===== src/rtl/lz4_input_packer_if.sv =====
// lz4_input_packer_if: byte-stream input and dictionary-buffer write port of
// the LZ4 input packer, plus the block-completion report.
//   in_data/in_valid/in_last/in_ready  - byte stream, accepted on valid && ready
//   buf_idata/buf_ivalid               - packed word write strobe to the buffer
//   buf_full/buf_unable                - buffer back-pressure / clearing
//   blk_done/blk_bytes                 - block completion pulse and byte count
// master = packer side, slave = stream source / buffer side.
interface lz4_input_packer_if;
  logic [7:0]  in_data;
  logic        in_valid;
  logic        in_last;
  logic        in_ready;
  logic [31:0] buf_idata;
  logic        buf_ivalid;
  logic        buf_full;
  logic        buf_unable;
  logic        blk_done;
  logic [16:0] blk_bytes;

  modport master (
    input  in_data, in_valid, in_last, buf_full, buf_unable,
    output in_ready, buf_idata, buf_ivalid, blk_done, blk_bytes
  );

  modport slave (
    output in_data, in_valid, in_last, buf_full, buf_unable,
    input  in_ready, buf_idata, buf_ivalid, blk_done, blk_bytes
  );
endinterface


===== src/rtl/lz4_input_packer.sv =====
// lz4_input_packer: packs the raw input byte stream into 32-bit big-endian
// words (first byte in [31:24]), queues them in a small word FIFO and writes
// them into the LZ4 dictionary buffer. Blocks are delimited at in_last or at
// 65536 bytes; each block's byte count is reported with its final word.
// Ports:
//   clk       - system clock, rising edge
//   rstN      - asynchronous active-low reset
//   pk_clear  - synchronous clear (issued together with the buffer clear)
//   bus       - stream / buffer / block-report signals (master modport)
module lz4_input_packer #(
  parameter int unsigned FIFO_DEPTH = 4
) (
  input logic                clk,
  input logic                rstN,
  input logic                pk_clear,
  lz4_input_packer_if.master bus
);

  localparam int unsigned PTR_W   = (FIFO_DEPTH > 1) ? $clog2(FIFO_DEPTH) : 1;
  localparam int unsigned CNT_W   = PTR_W + 1;
  localparam int unsigned BYTES_W = 17;
  localparam logic [BYTES_W-1:0] BLK_MAX = 17'h10000;

  typedef struct packed {
    logic [31:0]        word;
    logic               last;
    logic [BYTES_W-1:0] bytes;
  } entry_t;

  logic               rst_state;
  logic [1:0]         lane;
  logic [31:0]        pack_q;
  logic [BYTES_W-1:0] blk_cnt;
  logic [PTR_W-1:0]   wr_ptr;
  logic [PTR_W-1:0]   rd_ptr;
  logic [CNT_W-1:0]   fifo_cnt;
  entry_t             fifo_mem [FIFO_DEPTH];

  logic [31:0]        idata_q;
  logic               ivalid_q;
  logic               done_q;
  logic [BYTES_W-1:0] bytes_q;

  logic               ready_c;
  logic               accept;
  logic [31:0]        word_next;
  logic [BYTES_W-1:0] cnt_next;
  logic               blk_end;
  logic               push;
  logic               pop;
  entry_t             push_entry;
  entry_t             head;

  // One free entry suffices: at most one word is pushed per cycle.
  assign ready_c = !rst_state && !pk_clear && (fifo_cnt < CNT_W'(FIFO_DEPTH));

  assign bus.in_ready   = ready_c;
  assign bus.buf_idata  = idata_q;
  assign bus.buf_ivalid = ivalid_q;
  assign bus.blk_done   = done_q;
  assign bus.blk_bytes  = bytes_q;

  assign head = fifo_mem[rd_ptr];

  // Byte lane insertion, push / block-end decisions and pop condition.
  always_comb begin
    word_next = pack_q;
    unique case (lane)
      2'd0:    word_next[31:24] = bus.in_data;
      2'd1:    word_next[23:16] = bus.in_data;
      2'd2:    word_next[15:8]  = bus.in_data;
      default: word_next[7:0]   = bus.in_data;
    endcase
    accept   = bus.in_valid && ready_c;
    cnt_next = blk_cnt + BYTES_W'(1);
    blk_end  = accept && (bus.in_last || (cnt_next == BLK_MAX));
    push     = accept && ((lane == 2'd3) || blk_end);
    pop      = (fifo_cnt != '0) && !bus.buf_full && !bus.buf_unable;
    push_entry.word  = word_next;
    push_entry.last  = blk_end;
    push_entry.bytes = cnt_next;
  end

  // FIFO storage; validity is tracked solely by the pointers and count.
  always_ff @(posedge clk) begin
    if (push) begin
      fifo_mem[wr_ptr] <= push_entry;
    end
  end

  // Packing state, FIFO control and registered buffer-side outputs.
  always_ff @(posedge clk or negedge rstN) begin
    if (!rstN) begin
      rst_state <= 1'b1;
      lane      <= '0;
      pack_q    <= '0;
      blk_cnt   <= '0;
      wr_ptr    <= '0;
      rd_ptr    <= '0;
      fifo_cnt  <= '0;
      idata_q   <= '0;
      ivalid_q  <= 1'b0;
      done_q    <= 1'b0;
      bytes_q   <= '0;
    end else begin
      rst_state <= 1'b0;
      if (pk_clear) begin
        lane     <= '0;
        pack_q   <= '0;
        blk_cnt  <= '0;
        wr_ptr   <= '0;
        rd_ptr   <= '0;
        fifo_cnt <= '0;
        ivalid_q <= 1'b0;
        done_q   <= 1'b0;
        bytes_q  <= '0;
      end else begin
        if (accept) begin
          if (push) begin
            lane   <= '0;
            pack_q <= '0;
          end else begin
            lane   <= lane + 2'd1;
            pack_q <= word_next;
          end
          blk_cnt <= blk_end ? '0 : cnt_next;
        end

        if (push) begin
          wr_ptr <= wr_ptr + PTR_W'(1);
        end
        if (pop) begin
          rd_ptr <= rd_ptr + PTR_W'(1);
        end

        unique case ({push, pop})
          2'b10:   fifo_cnt <= fifo_cnt + CNT_W'(1);
          2'b01:   fifo_cnt <= fifo_cnt - CNT_W'(1);
          default: fifo_cnt <= fifo_cnt;
        endcase

        // blk_bytes only moves with the final word of a block.
        if (pop) begin
          idata_q  <= head.word;
          ivalid_q <= 1'b1;
          done_q   <= head.last;
          if (head.last) begin
            bytes_q <= head.bytes;
          end
        end else begin
          ivalid_q <= 1'b0;
          done_q   <= 1'b0;
        end
      end
    end
  end

endmodule


===== src/flat_wrapper.sv =====
// flat-port wrapper written by rule: the top's interface ports become plain ports
module lz4_input_packer_flat 
#(
  parameter int unsigned FIFO_DEPTH = 4
)
  (clk, rstN, pk_clear, bus_in_data, bus_in_valid, bus_in_last, bus_buf_full, bus_buf_unable, bus_in_ready, bus_buf_idata, bus_buf_ivalid, bus_blk_done, bus_blk_bytes);
  lz4_input_packer_if bus_i ();
  input logic clk;
  input logic rstN;
  input logic pk_clear;
  input wire logic [$bits(bus_i.in_data)-1:0] bus_in_data;
  input wire logic [$bits(bus_i.in_valid)-1:0] bus_in_valid;
  input wire logic [$bits(bus_i.in_last)-1:0] bus_in_last;
  input wire logic [$bits(bus_i.buf_full)-1:0] bus_buf_full;
  input wire logic [$bits(bus_i.buf_unable)-1:0] bus_buf_unable;
  output wire logic [$bits(bus_i.in_ready)-1:0] bus_in_ready;
  output wire logic [$bits(bus_i.buf_idata)-1:0] bus_buf_idata;
  output wire logic [$bits(bus_i.buf_ivalid)-1:0] bus_buf_ivalid;
  output wire logic [$bits(bus_i.blk_done)-1:0] bus_blk_done;
  output wire logic [$bits(bus_i.blk_bytes)-1:0] bus_blk_bytes;
  assign bus_i.in_data = bus_in_data;
  assign bus_i.in_valid = bus_in_valid;
  assign bus_i.in_last = bus_in_last;
  assign bus_i.buf_full = bus_buf_full;
  assign bus_i.buf_unable = bus_buf_unable;
  assign bus_in_ready = bus_i.in_ready;
  assign bus_buf_idata = bus_i.buf_idata;
  assign bus_buf_ivalid = bus_i.buf_ivalid;
  assign bus_blk_done = bus_i.blk_done;
  assign bus_blk_bytes = bus_i.blk_bytes;
  lz4_input_packer #(.FIFO_DEPTH(FIFO_DEPTH)) u_core (.clk(clk), .rstN(rstN), .pk_clear(pk_clear), .bus(bus_i));
endmodule

===== config.mk =====
export PLATFORM = sky130hd
export DESIGN_NAME = lz4_input_packer_flat
export DESIGN_NICKNAME = d
export VERILOG_FILES = /design/src/rtl/lz4_input_packer_if.sv /design/src/rtl/lz4_input_packer.sv /design/src/flat_wrapper.sv
export SDC_FILE = /design/constraint.sdc
export NUM_CORES = 1
export LEC_CHECK = 0
export ABC_AREA = 1
export BUFFER_PORTS_ARGS = -buffer_cell sky130_fd_sc_hd__buf_2
export CAP_MARGIN = 15
export CORE_MARGIN = 3
export CORE_UTILIZATION = 50
export CTS_CLUSTER_SIZE = 10
export DETAILED_ROUTE_END_ITERATION = 16
export PLACE_DENSITY = 0.67
export SLEW_MARGIN = 0
export SYNTH_ARGS = -nofsm -noshare
export SYNTH_HDL_FRONTEND = slang
export SYNTH_SLANG_ARGS = --single-unit

===== constraint.sdc =====
create_clock -name clk -period 5.75 [get_ports clk]
set_clock_uncertainty 0.15 [all_clocks]
set_input_delay 1.4375 -clock clk [delete_from_list [all_inputs] [get_ports clk]]
set_output_delay 1.4375 -clock clk [all_outputs]
set_load 0.005 [all_outputs]

After elaboration in Yosys (flattened, before gate mapping). Memories as Yosys holds them, arrays and structs flattened. Index checks and enable logic that the tools add are counted.

Bits in registers: 110. Memory bits (writable): 200. Memories kept: 1. Output and inout bits: 52. Bits of input ports: 15. Word-level logic and storage cells: 77.

Memory list: u_core.fifo_mem (depth 4, width 50, rd ports 1, clocked after Yosys merged registers in 0, wr ports 1, RTL line lz4_input_packer.sv:37) `entry_t fifo_mem [FIFO_DEPTH];`.

$lt $le $gt $ge: 1. Reductions and logical operators: 23. Muxes and demuxes: 28. Equal/unequal tests: 6. $add $sub $neg: 6. Bitwise logic cells: 1.

Operators by type and width (count): two-way mux 17 bit (6); two-way mux 32 bit (3); two-way mux 8 bit (4); adder 17 x 1 -> 17 bit (second input constant) (1); equality test 17 bit (second input constant) (1); two-way mux 2 bit (7); nonzero test 2 bit (4); logical AND 1 bit (7); adder 2 x 1 -> 2 bit (second input constant) (3); equality test 2 bit (second input constant) (3); two-way mux 1 bit (6); case mux 3 bit (2 select lines) (1); nonzero test 3 bit (2); equality test 2 x 1 -> 1 bit (second input constant) (2); logical NOT 1 bit (4); AND reduction 2 bit (2); adder 3 x 1 -> 3 bit (second input constant) (1); less-than comparator 3 bit (second input constant) (1); two-way mux 3 bit (1); OR reduction 3 bit (1); subtractor 3 x 1 -> 3 bit (second input constant) (1); logical NOT 2 bit (1); logical OR 1 bit (2); NOT 1 bit (1).

Logic depth before layout (Yosys ltp).
Depth in word-level cells: 10. Depth in mapped cells: 22. Mapped depth without buffers: 22.

Worst setup path before layout. Ideal clock, no wire load.

Path kind: in2reg. Start point: in pk_clear. End point: mem u_core.fifo_mem[0][0] in the netlist's numbering, enable pin. Buffers on the path: 1. Data required time: 5.142 ns. Arrival: 4.347 ns. Path slack: 0.795 ns. Setup time: 0.458 ns. Stages: 6. Cells stage by stage: buf_2 nor3_1 nand2_1 clkinv_1 nand2_4 nor2_1.

Word-level cells in the longest chain between the ends: 9.

RTL lines: start, declared (RTL line flat_wrapper.sv:10) `input logic pk_clear;`; logical NOT 1 bit * (RTL line lz4_input_packer.sv:55) `assign ready_c = !rst_state && !pk_clear && (fifo_cnt < CNT_W'(FIFO_DEPTH));`; logical AND 1 bit * (2 in series) (RTL line lz4_input_packer.sv:55); net bus_in_ready (RTL line flat_wrapper.sv:16) `output wire logic [$bits(bus_i.in_ready)-1:0] bus_in_ready;`; logical AND 1 bit * (RTL line lz4_input_packer.sv:74) `accept = bus.in_valid && ready_c;`; logical AND 1 bit (RTL line lz4_input_packer.sv:76) `blk_end = accept && (bus.in_last || (cnt_next == BLK_MAX));`; logical OR 1 bit (RTL line lz4_input_packer.sv:77) `push = accept && ((lane == 2'd3) || blk_end);`; logical AND 1 bit * (RTL line lz4_input_packer.sv:77); two-way mux 1 bit * (RTL line lz4_input_packer.sv:86) `if (push) begin`; two-way mux 1 bit (implied by the code) * (RTL line lz4_input_packer.sv:87) `fifo_mem[wr_ptr] <= push_entry;`; end, declared (RTL line lz4_input_packer.sv:37).

Mark *: on every way through the listed nets, which the timed path passes. The rest lies on a longest branch.

Worst setup path in the final report.
Start point: reg u_core.blk_cnt[1]. End point: mem u_core.fifo_mem[2][20] in the netlist's numbering, enable pin.

Word-level cells in the longest chain between the ends: 8.

RTL lines: start, declared (RTL line lz4_input_packer.sv:33) `logic [BYTES_W-1:0] blk_cnt;`; start signal, assigned (RTL line lz4_input_packer.sv:126) `blk_cnt <= blk_end ? '0 : cnt_next;`; adder 17 x 1 -> 17 bit (RTL line lz4_input_packer.sv:75) `cnt_next = blk_cnt + BYTES_W'(1);`; net u_core.cnt_next[14] (RTL line lz4_input_packer.sv:47) `logic [BYTES_W-1:0] cnt_next;`; equality test 17 bit (RTL line lz4_input_packer.sv:76); logical OR 1 bit (RTL line lz4_input_packer.sv:76); logical AND 1 bit (RTL line lz4_input_packer.sv:76); logical OR 1 bit (RTL line lz4_input_packer.sv:77); logical AND 1 bit (RTL line lz4_input_packer.sv:77); two-way mux 1 bit (RTL line lz4_input_packer.sv:86); two-way mux 1 bit (implied by the code) (RTL line lz4_input_packer.sv:87).

The timed path passes the listed nets, and every way through them passes these cells.

==> metrics.md <==
| Metric | Value |
|---|---|
| Mapped Area | 12800 µm² |
| DR vias | 8518 |
| Synth Warn # | 0 |
| Status | complete, no violations |
| Core box area | 24700 µm² |
| GRT Total Usage | 0.208 |
| Leak pwr | 0.00612 µW |
| CP Capture Type | flop |
| CTS tree | yes |
| Crit path max fanout | 29 |
| FF+latch count, synth | 310 |
| Share of the synthesized area in the top cell type | 0.469 |
| WS Path Type | flop to flop |
| Largest net degree at the start of global routing | 68 |
| Most frequent cells after synthesis | nand2_1 (247), edfxtp_1 (200), o21ai_0 (148) |
| Die Span X | 166 µm |
| Resize count post-CTS | 0 |
| Final Slew Violations | 0 |
| Post-synth EDFFs | 200 |
| Worst Reg2Reg Path Length in Cells | 14 |
| Psw | 1190 µW |
| Area of the multi-input gates | 3480 µm² |
| Reg clk slew, reported paths | 0.06 ns |
| Storage element area | between 8000 and 9000 µm² |
| Switching Share | 0.232 |
| Max Fclk | 276 MHz |
| WP data required | 5.80 ns |
| Avg WL per Cell | 18.0 µm |
| Cell Area, Placed | 13400 µm² |
| Initial DRC Count | 695 |
| Final Hold Slack | ~0.31 ns |
| Die area | 27600 µm² |
| Pwr Density | 351 nW/µm² |
| Initial Util | 0.518 |
| WP data arrival | 3.67 ns |
| Asr flop ratio synth | 0.355 |
| Final setup viols | 0 |
| Skew-Pair Late Insertion Delay | 0.51 ns |
| Slew headroom | 0.364 |
| Hpwl dp | 17.3 mm |
| CTS Root Cell | clkbuf_16 |
| Critical path capture point | u_core.fifo_mem[2][20]$_DFFE_PP_ |
| Inserted Clock Buffers | 37 |
| TNS Setup | 0 ns |
| Share of layout cells above drive strength 1 | 0.152 |
| Layout area overhead | 13.6% |
| Sequential share of power | 0.501 |
| Hold-fix buffers, CTS | 0 |
| Worst Max-Slew Pin Slew | 0.952 ns |
| Worst min path class | flop to flop |
| Average vias per placed instance | 5.42 |
| Setup WS pre-CTS | 1.61 ns |
| Vias in the first global route | 8429 |
| Post-CTS Setup Inserts | 0 |
| Initial antenna violation count | 0 |
| Hold Violations, Final | 0 |
| Finished Layout Cells | 1573 |
| H-tree levels | 2 |
| Antenna Nets Post-Route | 0 |
| Final instance area | 14600 µm² |
| Library cells used by synthesis | 37 |
| Nets | 1247 |
| Router iterations before antenna repair | 5 |
| Worst Setup SP | u_core.blk_cnt[1]$_DFFE_PN0P_ |
| Period minus WS final | 3.62 ns |
| GRT overflow | 0 |
| Reg2reg start | u_core.blk_cnt[1]$_DFFE_PN0P_ |
| Routed Wire Length | roughly 28 mm |
| # rows | 57 |
| Reg2reg end | u_core.fifo_mem[2][20]$_DFFE_PP_ |
| Internal | 3920 µW |
| I/O pins | 67 |
| Synth Net Count | 1186 |
| Max-cap viol count | 0 |
| Mapped Cells | 1161 |
| R2R setup slack | around 2.1 ns |
| Clk network pwr share | 0.417 |
| Sequential area share after synthesis | 0.684 |
| Filler cells | approximately 2000 |
| Inst Count DP | 1507 |
| Clk buf depth | 3 |
| Syn avg cell area | 11.0 µm² |
| Combinational power share | 0.082 |
| Global-route wire length before repair | 46.3 mm |
| Clock tree sinks | 310 |
| Final worst setup slack | roughly 2.1 ns |
| Top cells by area, synth | edfxtp_1 (47%), dfrtp_1 (21%), nand2_1 (7.2%), o21ai_0 (5.8%), nor2_1 (3.7%) |
| N_diodes | 0 |
| RSZ-0062 raised after global routing | no |
| Critical path launch point type | flop |
| Top FF cell, synth | edfxtp_1 |
| VDD IR max | approximately 0.00025 V |
| # DRC | 0 |
| Final clock period utilization by the worst path | 0.629 |
| Die H | 166 µm |
| Gp weighted congestion | between 0.7 and 0.8 |
| Count leader, synth | nand2_1 |
| Largest area contributor in the netlist | edfxtp_1 |
| Number of input and output port buffers inserted | 66 |
==> flip-flops by register name, summed over array words and instances, names as in the netlist <==
| name | flops |
|---|---|
| u_core.blk_cnt | 17 |
| u_core.bus.blk_bytes | 17 |
| u_core.bus.blk_done | 1 |
| u_core.bus.buf_idata | 32 |
| u_core.bus.buf_ivalid | 1 |
| u_core.fifo_cnt | 3 |
| u_core.fifo_mem | 200 |
| u_core.lane | 2 |
| u_core.pack_q | 32 |
| u_core.rd_ptr | 2 |
| u_core.rst_state | 1 |
| u_core.wr_ptr | 2 |
==> metrics by stage <==
step,power [µW],util
finish,5110,0.588
global route,5340,0.588
CTS,5160,0.588
detailed placement,3030,0.543
global placement,3010,0.543
floorplan,2850,-
==> routing by layer <==
metal	global-route usage	vias to the layer above	wire (µm)	part of all wire
li1	-	4097	-	-
met1	0.300	4182	13000	0.46
met2	0.332	203	13500	0.48
met3	0.0343	36	1340	0.047
met4	0.0542	0	423	0.015
met5	0	-	0	0
==> how the worst min path moves through the flow <==
stage / start / to / slack, ns / cells past startpoint
final: u_core.bus.buf_idata[14]$_DFFE_PN0P_ / u_core.bus.buf_idata[14]$_DFFE_PN0P_ / 0.31 / 2
after global routing: u_core.bus.buf_idata[15]$_DFFE_PN0P_ / u_core.bus.buf_idata[15]$_DFFE_PN0P_ / 0.33 / 2
after CTS: u_core.bus.buf_idata[15]$_DFFE_PN0P_ / u_core.bus.buf_idata[15]$_DFFE_PN0P_ / 0.32 / 2
after detailed placement: u_core.bus.buf_idata[20]$_DFFE_PN0P_ / u_core.bus.buf_idata[20]$_DFFE_PN0P_ / 0.30 / 2
after global placement: u_core.bus.buf_idata[11]$_DFFE_PN0P_ / u_core.bus.buf_idata[11]$_DFFE_PN0P_ / 0.30 / 2
after floorplan: u_core.pack_q[10]$_DFFE_PN0P_ / u_core.pack_q[10]$_DFFE_PN0P_ / 0.30 / 2
==> final cells by class <==
class | count | area share
clock buffer | 64 | 0.0749
clock inverter | 2 | 0.00103
inverter | 87 | 0.0228
multi-input combinational | 706 | 0.239
sequential | 310 | 0.602
tap | 324 | 0.0279
timing repair buffer | 80 | 0.0318
==> placed cells by master (no fill, tap or decap), drive strengths merged <==
master / count
nand2: 258
edfxtp: 200
o21ai: 179
nor2: 132
dfrtp: 109
inv: 87
buf: 80
clkbuf: 64
o22ai: 57
nand3: 48
ha: 9
nand4: 7
a21oi: 5
nor3: 4
xor2: 2
clkinv: 2
a32o: 2
xnor2: 1
fa: 1
dfstp: 1
conb: 1
==> kinds of logic after synthesis <==
kind of cell	count (synthesis)	synth area share
fa+ha+maj	10	0.0104
compound gates	243	0.111
simple gates	449	0.146
buf+inv	145	0.0472
xor+xnor	3	0.00205
flops	310	0.684
other cells	1	0.000293
==> critical path, cell delays in order (launching register included) <==
cell and delay, ns:
dfrtp_1 0.41, ha_1 0.31, nand3_2 0.19, nor2_2 0.19
nand3_1 0.09, nand2_1 0.07, nand2_1 0.12, inv_2 0.09
nand2_1 0.08, nor2_2 0.17, nand2_2 0.09, nand3_4 0.08
nand2_4 0.13, nor2_4 0.75, buf_4 0.35
==> power groups by stage <==
stage / Combinational [µW] / Clock, µW / Sequential (µW)
after floorplan: 246 / 0 / 2600
after global placement: 413 / 0 / 2600
after detailed placement: 424 / 0 / 2600
after CTS: 427 / 2170 / 2560
after global routing: 484 / 2290 / 2570
final: 418 / 2130 / 2560
Power figures use the tool's default switching activity.
